<file path="src/rtl/memory_arbiter.sv">
// memory_arbiter: shares a single-ported memory between a fetch port and a data port
// with a fixed IDLE -> ACCESS -> RESPOND sequence per transaction.
module memory_arbiter #(
    parameter bit ROUND_ROBIN = 1'b1
) (
    input  logic        clock,
    input  logic        reset,
    input  logic        fetch_request,
    input  logic [15:0] fetch_address,
    output logic        fetch_ready,
    output logic [15:0] fetch_data,
    input  logic        data_request,
    input  logic        data_write,
    input  logic        data_select_byte,
    input  logic [15:0] data_address,
    input  logic [15:0] data_input,
    output logic        data_ready,
    output logic [15:0] data_output,
    output logic        busy,
    output logic        memory_write,
    output logic        memory_select_byte,
    output logic [15:0] memory_address,
    output logic [15:0] memory_input_data,
    input  logic [15:0] memory_output_data
);
    typedef enum logic [1:0] {IDLE, ACCESS, RESPOND} state_t;
    state_t      state;
    logic        owner;
    logic        last_grant;
    logic        cmd_write;
    logic        cmd_byte;
    logic [15:0] cmd_address;
    logic [15:0] cmd_input;
    logic        grant_data;
    logic [15:0] result;
    // owner/last_grant: 1 = data port, 0 = fetch port
    always_comb begin
        grant_data = data_request & (~fetch_request | ~ROUND_ROBIN | ~last_grant);
        result     = cmd_byte ? {8'h00, cmd_address[0] ? memory_output_data[15:8] : memory_output_data[7:0]}
                              : memory_output_data;
    end
    assign busy               = state != IDLE;
    assign memory_write       = (state == ACCESS) & cmd_write & ~reset;
    assign memory_select_byte = (state == ACCESS) & cmd_byte;
    assign memory_address     = cmd_address;
    assign memory_input_data  = cmd_input;
    always_ff @(posedge clock) begin
        if (reset) begin
            state       <= IDLE;
            owner       <= 1'b0;
            last_grant  <= 1'b1;
            cmd_write   <= 1'b0;
            cmd_byte    <= 1'b0;
            cmd_address <= 16'h0000;
            cmd_input   <= 16'h0000;
            fetch_ready <= 1'b0;
            data_ready  <= 1'b0;
            fetch_data  <= 16'h0000;
            data_output <= 16'h0000;
        end else begin
            case (state)
                IDLE: begin
                    if (fetch_request | data_request) begin
                        owner       <= grant_data;
                        last_grant  <= grant_data;
                        cmd_address <= grant_data ? data_address : fetch_address;
                        cmd_write   <= grant_data & data_write;
                        cmd_byte    <= grant_data & data_select_byte;
                        if (grant_data)
                            cmd_input <= data_input;
                        state <= ACCESS;
                    end
                end
                ACCESS: begin
                    if (owner) begin
                        data_ready <= 1'b1;
                        if (!cmd_write)
                            data_output <= result;
                    end else begin
                        fetch_ready <= 1'b1;
                        fetch_data  <= result;
                    end
                    state <= RESPOND;
                end
                default: begin
                    fetch_ready <= 1'b0;
                    data_ready  <= 1'b0;
                    state       <= IDLE;
                end
            endcase
        end
    end
endmodule

</file>
<file path="config.mk">
export PLATFORM = sky130hd
export DESIGN_NAME = memory_arbiter
export DESIGN_NICKNAME = d
export VERILOG_FILES = /design/src/rtl/memory_arbiter.sv
export SDC_FILE = /design/constraint.sdc
export NUM_CORES = 1
export LEC_CHECK = 0
export ABC_CLOCK_PERIOD_IN_PS = 1700
export CORE_MARGIN = 3
export CORE_UTILIZATION = 40
export CTS_CLUSTER_DIAMETER = 50
export DETAILED_ROUTE_END_ITERATION = 10
export PLACE_DENSITY = 0.86
export SETUP_SLACK_MARGIN = 0.1
export SYNTH_ARGS = -nofsm -noshare
export SYNTH_HDL_FRONTEND = slang
export SYNTH_SLANG_ARGS = --single-unit
</file>
<file path="constraint.sdc">
create_clock -name clock -period 1.7 [get_ports clock]
set_input_delay 0.255 -clock clock [delete_from_list [all_inputs] [get_ports clock]]
set_output_delay 0.255 -clock clock [all_outputs]
set_load 0.1 [all_outputs]
</file>
==> parameters.txt, run 1 <==
Parameter                              Value

Finish
  Most common cell after layout, fill and taps aside ... sky130_fd_sc_hd__buf_12
  Post-layout instance count excluding filler cells ... 571
  End-of-flow core utilization ... 0.751
  Count of inserted antenna diode cells ... 0
  Fraction of final layout cells with drive strength greater than 1 ... 0.282
  Area growth syn-to-layout ... 80.4%
  Number of fill cells ... 516
  Most frequent cells in the layout ... sky130_fd_sc_hd__buf_12, sky130_fd_sc_hd__dfxtp_1, sky130_fd_sc_hd__clkdlybuf4s50_1
  Net total in the final layout ... 537
  Final standard cell area without fillers ... 0.00548 mm²

Worst hold path
  Kind of path behind the tightest hold check ... input port to flop

Pwr
  Clock Power Share ... 0.315
  Internal Pwr Total ... 3.72 mW
  Switching Fraction ... 0.348
  Power per standard cell area ... 1040 mW/mm²
  VDD IR max ... 0.568 mV
  Seq pwr share ... 0.341
  Combinational power share ... 0.344
  Leakage dissipation ... 2.09 nW
  Net Switching ... 1.99 mW

Timing
  Clock Skew ... 0.00945 ns
  Number of endpoints with negative hold slack in the final report ... 0
  Highest achievable clock rate ... 641 MHz
  Fin crit share ... 0.918
  Unrepaired setup endpoints after global routing ... yes
  Min Clock Period, post-route ... 1.56 ns
  Slew @ Worst Pin ... 0.628 ns
  Max-slew violation count ... 0
  Final count of negative-setup-slack endpoints ... 0
  Headroom to the max-slew limit ... 0.581

Critical path
  Buffers and inverters on the worst path ... 3
  Dominant delay contributor by cell family on the critical path ... buffers and inverters
  Crit-path cells ... nor2_2 > inv_2 > buf_6 > buf_12
  Crit Path Category ... flop to output port
  Delay of the slowest cell on the worst path ... 0.40 ns
  Required time of the worst setup path ... 1.44 ns
  Critical Path Slowest Stage Cell ... sky130_fd_sc_hd__dfxtp_4
  Critical Path Sink Type ... output port
  Data arrival time of the worst path ... 1.30 ns
  Peak fanout along the critical path ... 16
  Crit path launch type ... flop
  Reg2reg setup slack ... 0.19 ns

Clocking
  CTS Buf Count ... 9
  Reg clk slew, reported paths ... 0.07 ns
  Clock sink total ... 72
  Post-cts hold buffer count ... 0
  Root Buffer Master ... sky130_fd_sc_hd__clkbuf_8
  TritonCTS clock tree ... done
  CTS HTree Levels ... 3
  Post-CTS Setup Repair Bufs ... 0
  Clock latency of the later-clocked register in the worst-skew pair ... 0.35 ns
  Buffer levels on the longest clock path ... 2

Drt
  Number of DRC markers in iteration 0 ... 131
  Total iterations of the first detailed-routing run ... 5
  Number of vias per cell ... 5.38
  Remaining number of nets flagged by the antenna check after routing ... 0
  DRT Wirelength ... 9710 µm
  Total via count in the routed design ... 3072
  Remaining routing DRC violations ... 0
  Detail-routed net length per standard cell ... 17.0 µm

Global routing
  Number of antenna violations at the first check in global routing ... 0
  Overall routing resource usage ... 0.224
  Total congestion overflow ... 0
  Global-route wire length before repair ... 15100 µm
  Via count of the first global-routing pass ... 3123
  Largest net degree at the start of global routing ... 38

Yosys
  Cell Area, Synth ... 0.00304 mm²
  Cell count after synthesis ... 335
  Number of distinct standard cells referenced by the synthesized netlist ... 29
  Number of warnings issued by yosys ... 0
  Register bit total from synthesis ... 72
  Net Count, Synth ... 405
  Synth top area cells ... sky130_fd_sc_hd__dfxtp_1, sky130_fd_sc_hd__a21oi_1, sky130_fd_sc_hd__nand2_1
  Post-Syn Area per Cell ... 9.06 µm²
  Seq/Total Area, Yosys ... 0.475
  Synth top area share ... 0.475
  Most area-hungry cell type in the Yosys netlist ... sky130_fd_sc_hd__dfxtp_1

Placement
  DP Cell Count ... 555
  Number of port buffers ... 138
  Half-perimeter wire length after detailed placement ... 7200 µm
  Weighted congestion at the end of routability-driven global placement ... 0.763
  Cell area after placement ... 0.00519 mm²

Run status
  Outcome ... complete, no violations

Floorplanning
  Core region area ... 0.00729 mm²
  # rows ... 31
  X dimension of the die ... 93.1 µm
  Initial core utilization ... 0.416
  Die H ... 93.1 µm
  Die Area ... 0.00867 mm²
  Boundary Pins ... 139

Flow run
  Count of maximum capacitance violations ... 0
[power by group through the flow]
stage	clock, mW	combinational, mW	sequential [mW]
2_1_floorplan	0	0.422	2.71
4_1_cts	1.82	1.97	1.95
3_5_place_dp	0	1.96	1.98
5_1_grt	1.88	2.04	1.96
6_report	1.80	1.96	1.95
3_3_place_gp	0	1.92	1.97
[metal layers]
metal  vias up  routed length [µm]  global-route usage
met1      1471                3690               0.247
li1       1443                   -                   -
met5         -                   0                   0
met3        15                 701              0.0539
met4         0                 164              0.0952
met2       143                5150               0.407
[final timing paths]
path            start            endpoint  cells after the start
max          state[1]                busy                      4
min             reset     data_output[12]                      3
max reg2reg  state[1]  memory_address[12]                      4
min reg2reg  state[1]          data_ready                      1
[cell usage after synthesis]
master / count
sky130_fd_sc_hd__nor2_2: 10
sky130_fd_sc_hd__inv_1: 2
sky130_fd_sc_hd__and4bb_1: 1
sky130_fd_sc_hd__clkbuf_1: 10
sky130_fd_sc_hd__buf_2: 10
sky130_fd_sc_hd__and3b_2: 1
sky130_fd_sc_hd__a21bo_2: 1
sky130_fd_sc_hd__nor2b_1: 8
sky130_fd_sc_hd__a21oi_1: 45
sky130_fd_sc_hd__or3b_2: 1
sky130_fd_sc_hd__a221o_1: 1
sky130_fd_sc_hd__o21ai_0: 19
sky130_fd_sc_hd__a311oi_1: 16
sky130_fd_sc_hd__mux2i_1: 16
sky130_fd_sc_hd__buf_6: 3
sky130_fd_sc_hd__a211oi_1: 4
sky130_fd_sc_hd__a21boi_4: 1
sky130_fd_sc_hd__clkbuf_2: 1
sky130_fd_sc_hd__nor3b_4: 1
sky130_fd_sc_hd__buf_4: 5
sky130_fd_sc_hd__a211oi_2: 12
sky130_fd_sc_hd__nand2_1: 52
sky130_fd_sc_hd__nand3_1: 18
sky130_fd_sc_hd__dfxtp_1: 72
sky130_fd_sc_hd__buf_12: 2
sky130_fd_sc_hd__nor3b_1: 1
sky130_fd_sc_hd__nor3_1: 3
sky130_fd_sc_hd__or2_2: 1
sky130_fd_sc_hd__nor2_1: 18
[worst reg2reg max path: cells and delay by family, from the launching register on]
kind / cells / cell delay (ns)
AND/OR/NAND/NOR: 2 / 0.65
flip-flops: 1 / 0.38
AO/OA/AOI/OAI: 1 / 0.22
buffers and inverters: 1 / 0.10
[state kept, by name, indices dropped and copies added (netlist names), 2 cells and up]
signal / count
data_output: 16
fetch_data: 16
memory_address: 16
memory_input_data: 16
state: 2
[repair_timing]
action	in CTS	in global routing
resized for setup	3	5
setup endpoints to repair	2	4
pin swaps	0	1
endpoints found under the hold margin	0	0
[area by class of cell]
class	count	area, µm²	area share
clock buffers	11	141	0.0258
clock inverters	5	128	0.0233
inverters	2	7.51	0.00137
multi-input cells	230	1400	0.255
flip-flops and latches	72	1450	0.264
well taps	99	124	0.0226
repair buffers	152	2230	0.408
[through the flow]
stage	hold slack [ns]	worst slack [ns]	power, mW	setup TNS [ns]
floorplan	0.403	-0.0299	3.13	-0.0299
finish	0.420	0.140	5.71	0
detailed placement	0.494	-0.126	3.94	-1.50
global placement	0.479	-0.0290	3.90	-0.424
global route	0.431	0.0898	5.88	0
CTS	0.411	0.110	5.73	0
[kinds of logic after synthesis]
kind of cell / count (synthesis) / share of synthesized area
and+or+nand+nor: 115 / 0.179
buffers and inverters: 33 / 0.0696
muxes: 16 / 0.0527
AOI/OAI and AO/OA: 99 / 0.224
DFF: 72 / 0.475
Power figures use the tool's default switching activity.
==> inputs of run 2 (changes only) <==
--- a/config.mk
+++ b/config.mk
@@ -6,12 +6,15 @@
 export NUM_CORES = 1
 export LEC_CHECK = 0
 export ABC_CLOCK_PERIOD_IN_PS = 1700
+export CELL_PAD_IN_SITES_DETAIL_PLACEMENT = 1
+export CELL_PAD_IN_SITES_GLOBAL_PLACEMENT = 1
 export CORE_MARGIN = 3
-export CORE_UTILIZATION = 40
+export CORE_UTILIZATION = 30
 export CTS_CLUSTER_DIAMETER = 50
 export DETAILED_ROUTE_END_ITERATION = 10
-export PLACE_DENSITY = 0.86
+export PLACE_DENSITY = 0.89
 export SETUP_SLACK_MARGIN = 0.1
 export SYNTH_ARGS = -nofsm -noshare
 export SYNTH_HDL_FRONTEND = slang
 export SYNTH_SLANG_ARGS = --single-unit
+export TNS_END_PERCENT = 50
==> parameters.txt, run 2 (same netlist as run 1, synthesis figures left out) <==
Parameter                              Value

Critical path
  Crit path launch type ... flop
  End point of the critical path ... last_grant
  Capture point of the worst reg-to-reg path ... last_grant
  Data arrival time of the worst path ... 1.80 ns (+0.50 ns)
  Crit-path cells ... nor2_2 > buf_4 > nand2_1 > a221o_1
  Peak fanout along the critical path ... 37 (+21)
  CP Launch Point ... state[1]
  Reg2reg setup slack ... 0.13 ns (-0.06 ns)
  RR Startpoint ... state[1]
  Delay of the slowest cell on the worst path ... 0.40 ns (about the same)
  R2R depth ... 4 (unchanged)
  Required time of the worst setup path ... 1.93 ns (+0.49 ns)
  Crit Path Category ... flop to flop
  Critical Path Slowest Stage Cell ... sky130_fd_sc_hd__buf_4
  Critical Path Sink Type ... flop

Drt
  DRT Wirelength ... 10900 µm (+13%)
  Number of DRC markers in iteration 0 ... 62 (-53%)
  Total via count in the routed design ... 3069 (-0.098%)
  Remaining number of nets flagged by the antenna check after routing ... 0 (unchanged)
  Remaining routing DRC violations ... 0 (unchanged)
  Total iterations of the first detailed-routing run ... 4 (-1)
  Detail-routed net length per standard cell ... 18.0 µm (+5.8%)
  Number of vias per cell ... 5.05 (-6.2%)

Pwr
  VDD IR max ... 0.496 mV (-13%)
  Overall Power ... 5.32 mW (-6.9%)
  Leakage dissipation ... 2.08 nW (-0.61%)
  Power per standard cell area ... 969 mW/mm² (-7.0%)

Finish
  Area growth syn-to-layout ... 80.7%
  Fraction of final layout cells with drive strength greater than 1 ... 0.282 (+0.000326)
  Footprint of the multi-input gates ... 0.00140 mm² (+0.18%)
  Count of inserted antenna diode cells ... 0 (unchanged)
  Most frequent cells in the layout ... sky130_fd_sc_hd__buf_12, sky130_fd_sc_hd__dfxtp_1, sky130_fd_sc_hd__clkdlybuf4s50_1
  Number of fill cells ... 1080 (+110%)
  Sequential cell area ... 0.00145 mm² (about the same)
  Most common cell after layout, fill and taps aside ... sky130_fd_sc_hd__buf_12
  Net total in the final layout ... 540 (+0.56%)

Placement
  Weighted congestion at the end of routability-driven global placement ... 0.791 (+3.7%)
  Number of port buffers ... 138 (unchanged)
  Half-perimeter wire length after detailed placement ... 8150 µm (+13%)
  Worst Setup Slack post-DPL ... -0.190 ns (-0.0636 ns)

Timing
  Unrepaired setup endpoints after global routing ... yes
  Headroom to the max-slew limit ... 0.724 (+0.143)
  Highest achievable clock rate ... 637 MHz (-0.70%)
  Clock Skew ... 0.00800 ns (-0.00145 ns)
  Fin crit share ... 0.924 (+0.00648)
  Max-slew violation count ... 0 (unchanged)
  Total negative slack ... 0 ns (unchanged)
  Min Clock Period, post-route ... 1.57 ns (+0.0110 ns)
  Number of endpoints with negative hold slack in the final report ... 0 (unchanged)
  Worst setup margin ... 0.129 ns (-0.0110 ns)
  Slew @ Worst Pin ... 0.413 ns (-0.214 ns)
  Final count of negative-setup-slack endpoints ... 0 (unchanged)

Floorplanning
  Die H ... 107 µm (+14%)
  Core region area ... 0.00982 mm² (+35%)
  Boundary Pins ... 139 (unchanged)
  # rows ... 36 (+16%)
  X dimension of the die ... 107 µm (+14%)
  Die Area ... 0.0114 mm² (+31%)
  Initial core utilization ... 0.309 (-0.107)

Global routing
  Number of antenna violations at the first check in global routing ... 0 (unchanged)
  Total congestion overflow ... 0 (unchanged)
  Largest net degree at the start of global routing ... 38 (unchanged)
  Overall routing resource usage ... 0.193 (-0.0310)
  Via count of the first global-routing pass ... 3333 (+6.7%)
  Global-route wire length before repair ... 17400 µm (+15%)

Clocking
  CTS HTree Levels ... 3 (unchanged)
  Clock sink total ... 72 (unchanged)
  Reg clk slew, reported paths ... 0.08 ns (about the same)
  TritonCTS clock tree ... done
  Clock latency of the later-clocked register in the worst-skew pair ... 0.34 ns (about the same)
  Post-CTS Setup Repair Bufs ... 0 (unchanged)
  Post-cts hold buffer count ... 0 (unchanged)
  CTS Buf Count ... 9 (unchanged)
  Root Buffer Master ... sky130_fd_sc_hd__clkbuf_8
  Buffer levels on the longest clock path ... 2 (unchanged)

Worst hold path
  Kind of path behind the tightest hold check ... input port to flop
  Min-Delay Startpoint ... reset

Flow run
  Count of maximum capacitance violations ... 0 (unchanged)

Run status
  Outcome ... complete, no violations
## run 2: changes by cell type in the layout (fill, tap and decap cells not counted), moves of 2 or more
cell                        change
sky130_fd_sc_hd__buf_4          +4
sky130_fd_sc_hd__buf_6          -3
sky130_fd_sc_hd__bufinv_16      -3
sky130_fd_sc_hd__buf_12         +2
sky130_fd_sc_hd__clkinv_2       +2
## run 2: where the power goes
group | switching (mW) | internal [mW]
logic | 1.24 | 0.759
clock network | 0.652 | 0.716
registers | 0.139 | 1.81
total | 2.03 | 3.28
## run 2: how the worst min path moves through the flow
stage                     slack (ns)                     to  depth (start not counted)
after floorplan                 0.40   memory_input_data[0]                          2
after global placement          0.48              cmd_write                          2
after detailed placement        0.49              cmd_write                          2
after CTS                       0.43  memory_input_data[10]                          3
after global routing            0.44   memory_input_data[7]                          3
final                           0.44         data_output[8]                          3
## run 2: layout make-up
type                    count  area share
inverters                   2     0.00137
clock inverters             5      0.0103
repair buffers            155       0.414
clock buffers              11      0.0258
multi-input cells         230       0.255
well taps                 133      0.0303
flip-flops and latches     72       0.264
## run 2: what timing repair did
| action | 4_1_cts | 5_1_grt |
|---|---|---|
| resized for setup | 3 | 4 |
| pin swaps | 0 | 0 |
| setup endpoints to repair | 1 | 11 |
## run 2: worst max-delay path: cells and delay by family, from the launching register on
family	cells	cell delay [ns]
buf+inv	1	0.40
flops	1	0.38
compound gates	1	0.38
simple gates	2	0.29
## run 2: layer usage
metal	track usage	up-vias	share of wire
li1	-	1446	-
met5	0	-	0
met2	0.357	105	0.53
met1	0.212	1502	0.39
met4	0.0621	0	0.018
met3	0.0530	16	0.061
## run 2: per-stage QoR
step                cell area (µm²)  std cells  hold slack [ns]  utilization
floorplan                      3050        335            0.403            -
global placement               5270        592            0.482        0.537
detailed placement             5270        592            0.493        0.537
CTS                            5470        608            0.428        0.557
global route                   5490        608            0.440        0.559
finish                         5490        608            0.441        0.559
==> inputs of run 3 (changes only) <==
--- a/config.mk
+++ b/config.mk
@@ -5,12 +5,13 @@
 export SDC_FILE = /design/constraint.sdc
 export NUM_CORES = 1
 export LEC_CHECK = 0
+export ABC_AREA = 0
 export ABC_CLOCK_PERIOD_IN_PS = 1700
 export CELL_PAD_IN_SITES_DETAIL_PLACEMENT = 1
 export CELL_PAD_IN_SITES_GLOBAL_PLACEMENT = 1
-export CORE_MARGIN = 3
+export CORE_MARGIN = 1.5
 export CORE_UTILIZATION = 30
-export CTS_CLUSTER_DIAMETER = 50
+export CTS_CLUSTER_DIAMETER = 200
 export DETAILED_ROUTE_END_ITERATION = 10
 export PLACE_DENSITY = 0.89
 export SETUP_SLACK_MARGIN = 0.1
==> parameters.txt, run 3 (same netlist as run 1, synthesis figures left out) <==
Parameter                              Value

Floorplanning
  # rows ... 36 (unchanged)
  Die H ... 104 µm (-2.8%)
  X dimension of the die ... 104 µm (-2.8%)
  Die Area ... 0.0107 mm² (-5.5%)
  Core region area ... 0.00977 mm² (-0.46%)
  Boundary Pins ... 139 (unchanged)
  Initial core utilization ... 0.311 (+0.00143)

Timing
  Hold Worst Slack ... 0.338 ns (-0.103 ns)
  Max-slew violation count ... 0 (unchanged)
  Min Clock Period, post-route ... 1.62 ns (+0.0479 ns)
  Clock Skew ... 0.00650 ns (-0.00150 ns)
  Final count of negative-setup-slack endpoints ... 0 (unchanged)
  Unrepaired setup endpoints after global routing ... yes
  Number of endpoints with negative hold slack in the final report ... 0 (unchanged)
  Slew @ Worst Pin ... 0.511 ns (+0.0978 ns)
  Highest achievable clock rate ... 618 MHz (-3.0%)
  Headroom to the max-slew limit ... 0.658 (-0.0660)
  Fin crit share ... 0.952 (+0.0282)

Critical path
  Peak fanout along the critical path ... 20 (-46%)
  Required time of the worst setup path ... 1.44 ns (-0.49 ns)
  Critical Path Sink Type ... output port
  Critical Path Slowest Stage Cell ... sky130_fd_sc_hd__dfxtp_2
  Dominant delay contributor by cell family on the critical path ... buffers and inverters
  Buffers and inverters on the worst path ... 3 (+2)
  Crit Path Category ... flop to output port
  Crit-path cells ... nor2_2 > inv_1 > buf_8 > buf_12
  Crit path launch type ... flop
  Data arrival time of the worst path ... 1.36 ns (-0.44 ns)
  Delay of the slowest cell on the worst path ... 0.41 ns (about the same)

Drt
  DRT Wirelength ... 10700 µm (-2.6%)
  Number of DRC markers in iteration 0 ... 39 (-37%)
  Total via count in the routed design ... 2990 (-2.6%)
  Remaining number of nets flagged by the antenna check after routing ... 0 (unchanged)
  Number of vias per cell ... 4.94 (-2.1%)
  Remaining routing DRC violations ... 0 (unchanged)
  Total iterations of the first detailed-routing run ... 4 (unchanged)
  Detail-routed net length per standard cell ... 17.6 µm (-2.1%)

Clocking
  Reg clk slew, reported paths ... 0.08 ns (about the same)
  Buffer levels on the longest clock path ... 2 (unchanged)
  TritonCTS clock tree ... done
  CTS Buf Count ... 9 (unchanged)
  Post-CTS Setup Repair Bufs ... 0 (unchanged)
  CTS HTree Levels ... 3 (unchanged)
  Root Buffer Master ... sky130_fd_sc_hd__clkbuf_8
  Clock sink total ... 72 (unchanged)
  Clock latency of the later-clocked register in the worst-skew pair ... 0.34 ns (about the same)

Finish
  Fraction of final layout cells with drive strength greater than 1 ... 0.280 (-0.00244)
  Number of fill cells ... 1045 (-3.2%)
  Most frequent cells in the layout ... sky130_fd_sc_hd__buf_12, sky130_fd_sc_hd__dfxtp_1, sky130_fd_sc_hd__clkdlybuf4s50_1
  Most common cell after layout, fill and taps aside ... sky130_fd_sc_hd__buf_12
  Sequential cell area ... 0.00145 mm² (about the same)
  Net total in the final layout ... 537 (-0.56%)
  Footprint of the multi-input gates ... 0.00140 mm² (unchanged)
  Count of inserted antenna diode cells ... 0 (unchanged)
  Area growth syn-to-layout ... 80.8% (about the same)

Global routing
  Total congestion overflow ... 0 (unchanged)
  Global-route wire length before repair ... 17400 µm (-0.20%)
  Via count of the first global-routing pass ... 3349 (+0.48%)
  Number of antenna violations at the first check in global routing ... 0 (unchanged)
  Largest net degree at the start of global routing ... 33 (-13%)
  Overall routing resource usage ... 0.200 (+0.00706)

Pwr
  Overall Power ... 5.54 mW (+4.2%)
  VDD IR max ... 0.552 mV (+11%)
  Leakage dissipation ... 2.07 nW (about the same)
  Power per standard cell area ... 1010 mW/mm² (+4.2%)

Flow run
  Count of maximum capacitance violations ... 0 (unchanged)

Placement
  Number of port buffers ... 138 (unchanged)
  Half-perimeter wire length after detailed placement ... 8050 µm (-1.3%)
  Weighted congestion at the end of routability-driven global placement ... 0.777 (-1.8%)

Run status
  Outcome ... complete, no violations

Worst hold path
  Kind of path behind the tightest hold check ... input port to flop
## run 3: cell count changes in the layout (fill, tap and decap cells not counted), moves of 2 or more
cell	change
sky130_fd_sc_hd__buf_4	-2
sky130_fd_sc_hd__buf_12	-2
sky130_fd_sc_hd__clkinv_2	-2
sky130_fd_sc_hd__clkbuf_8	+2
sky130_fd_sc_hd__dfxtp_2	+2
## run 3: layout make-up
type | count | share of cell area
repair buffers | 152 | 0.406
well taps | 133 | 0.0303
multi-input cells | 230 | 0.255
inverters | 2 | 0.00137
flip-flops and latches | 72 | 0.263
clock inverters | 4 | 0.0137
clock buffers | 12 | 0.0301
## run 3: per-stage QoR
step	utilization	area [µm²]	setup slack, ns	TNS (ns)	cells
after floorplan	-	3050	-0.0299	-0.0299	335
after global placement	0.535	5230	-0.00332	-0.0181	589
after detailed placement	0.535	5230	-0.173	-2.06	589
after CTS	0.561	5480	0.108	0	605
after global routing	0.562	5490	-0.00291	-0.00291	605
final	0.562	5490	0.0813	0	605
## run 3: power by group
part | total, mW | switching [mW] | internal (mW)
registers | 1.95 | 0.141 | 1.81
clock network | 1.61 | 0.662 | 0.948
logic | 1.98 | 1.23 | 0.746
## run 3: worst register-to-register path: cells and delay by family, from the launching register on
kind / cells / cell delay [ns]
compound gates: 1 / 0.36
simple gates: 2 / 0.33
flops: 1 / 0.37
buf+inv: 1 / 0.34
## run 3: worst paths after layout
check            startpoint                    to  slack [ns]  cells past startpoint
max                state[0]                  busy        0.08                      4
min                   reset  memory_input_data[6]        0.34                      2
max reg2reg        state[0]            last_grant        0.20                      4
min reg2reg  fetch_data[14]        fetch_data[14]        0.50                      2
## run 3: timing repair
action | CTS | global route
hold buffers | 0 | 0
gates resized for setup | 4 | 1
gates cloned | 0 | 0
endpoints found under the hold margin | 0 | 0
endpoints found under the setup margin | 2 | 18
## run 3: metal layers
metal	wire (µm)	track usage	up-vias
met3	657	0.0554	11
met1	4230	0.226	1443
met4	129	0.0575	0
met5	0	0	-
li1	-	-	1440
met2	5630	0.366	96
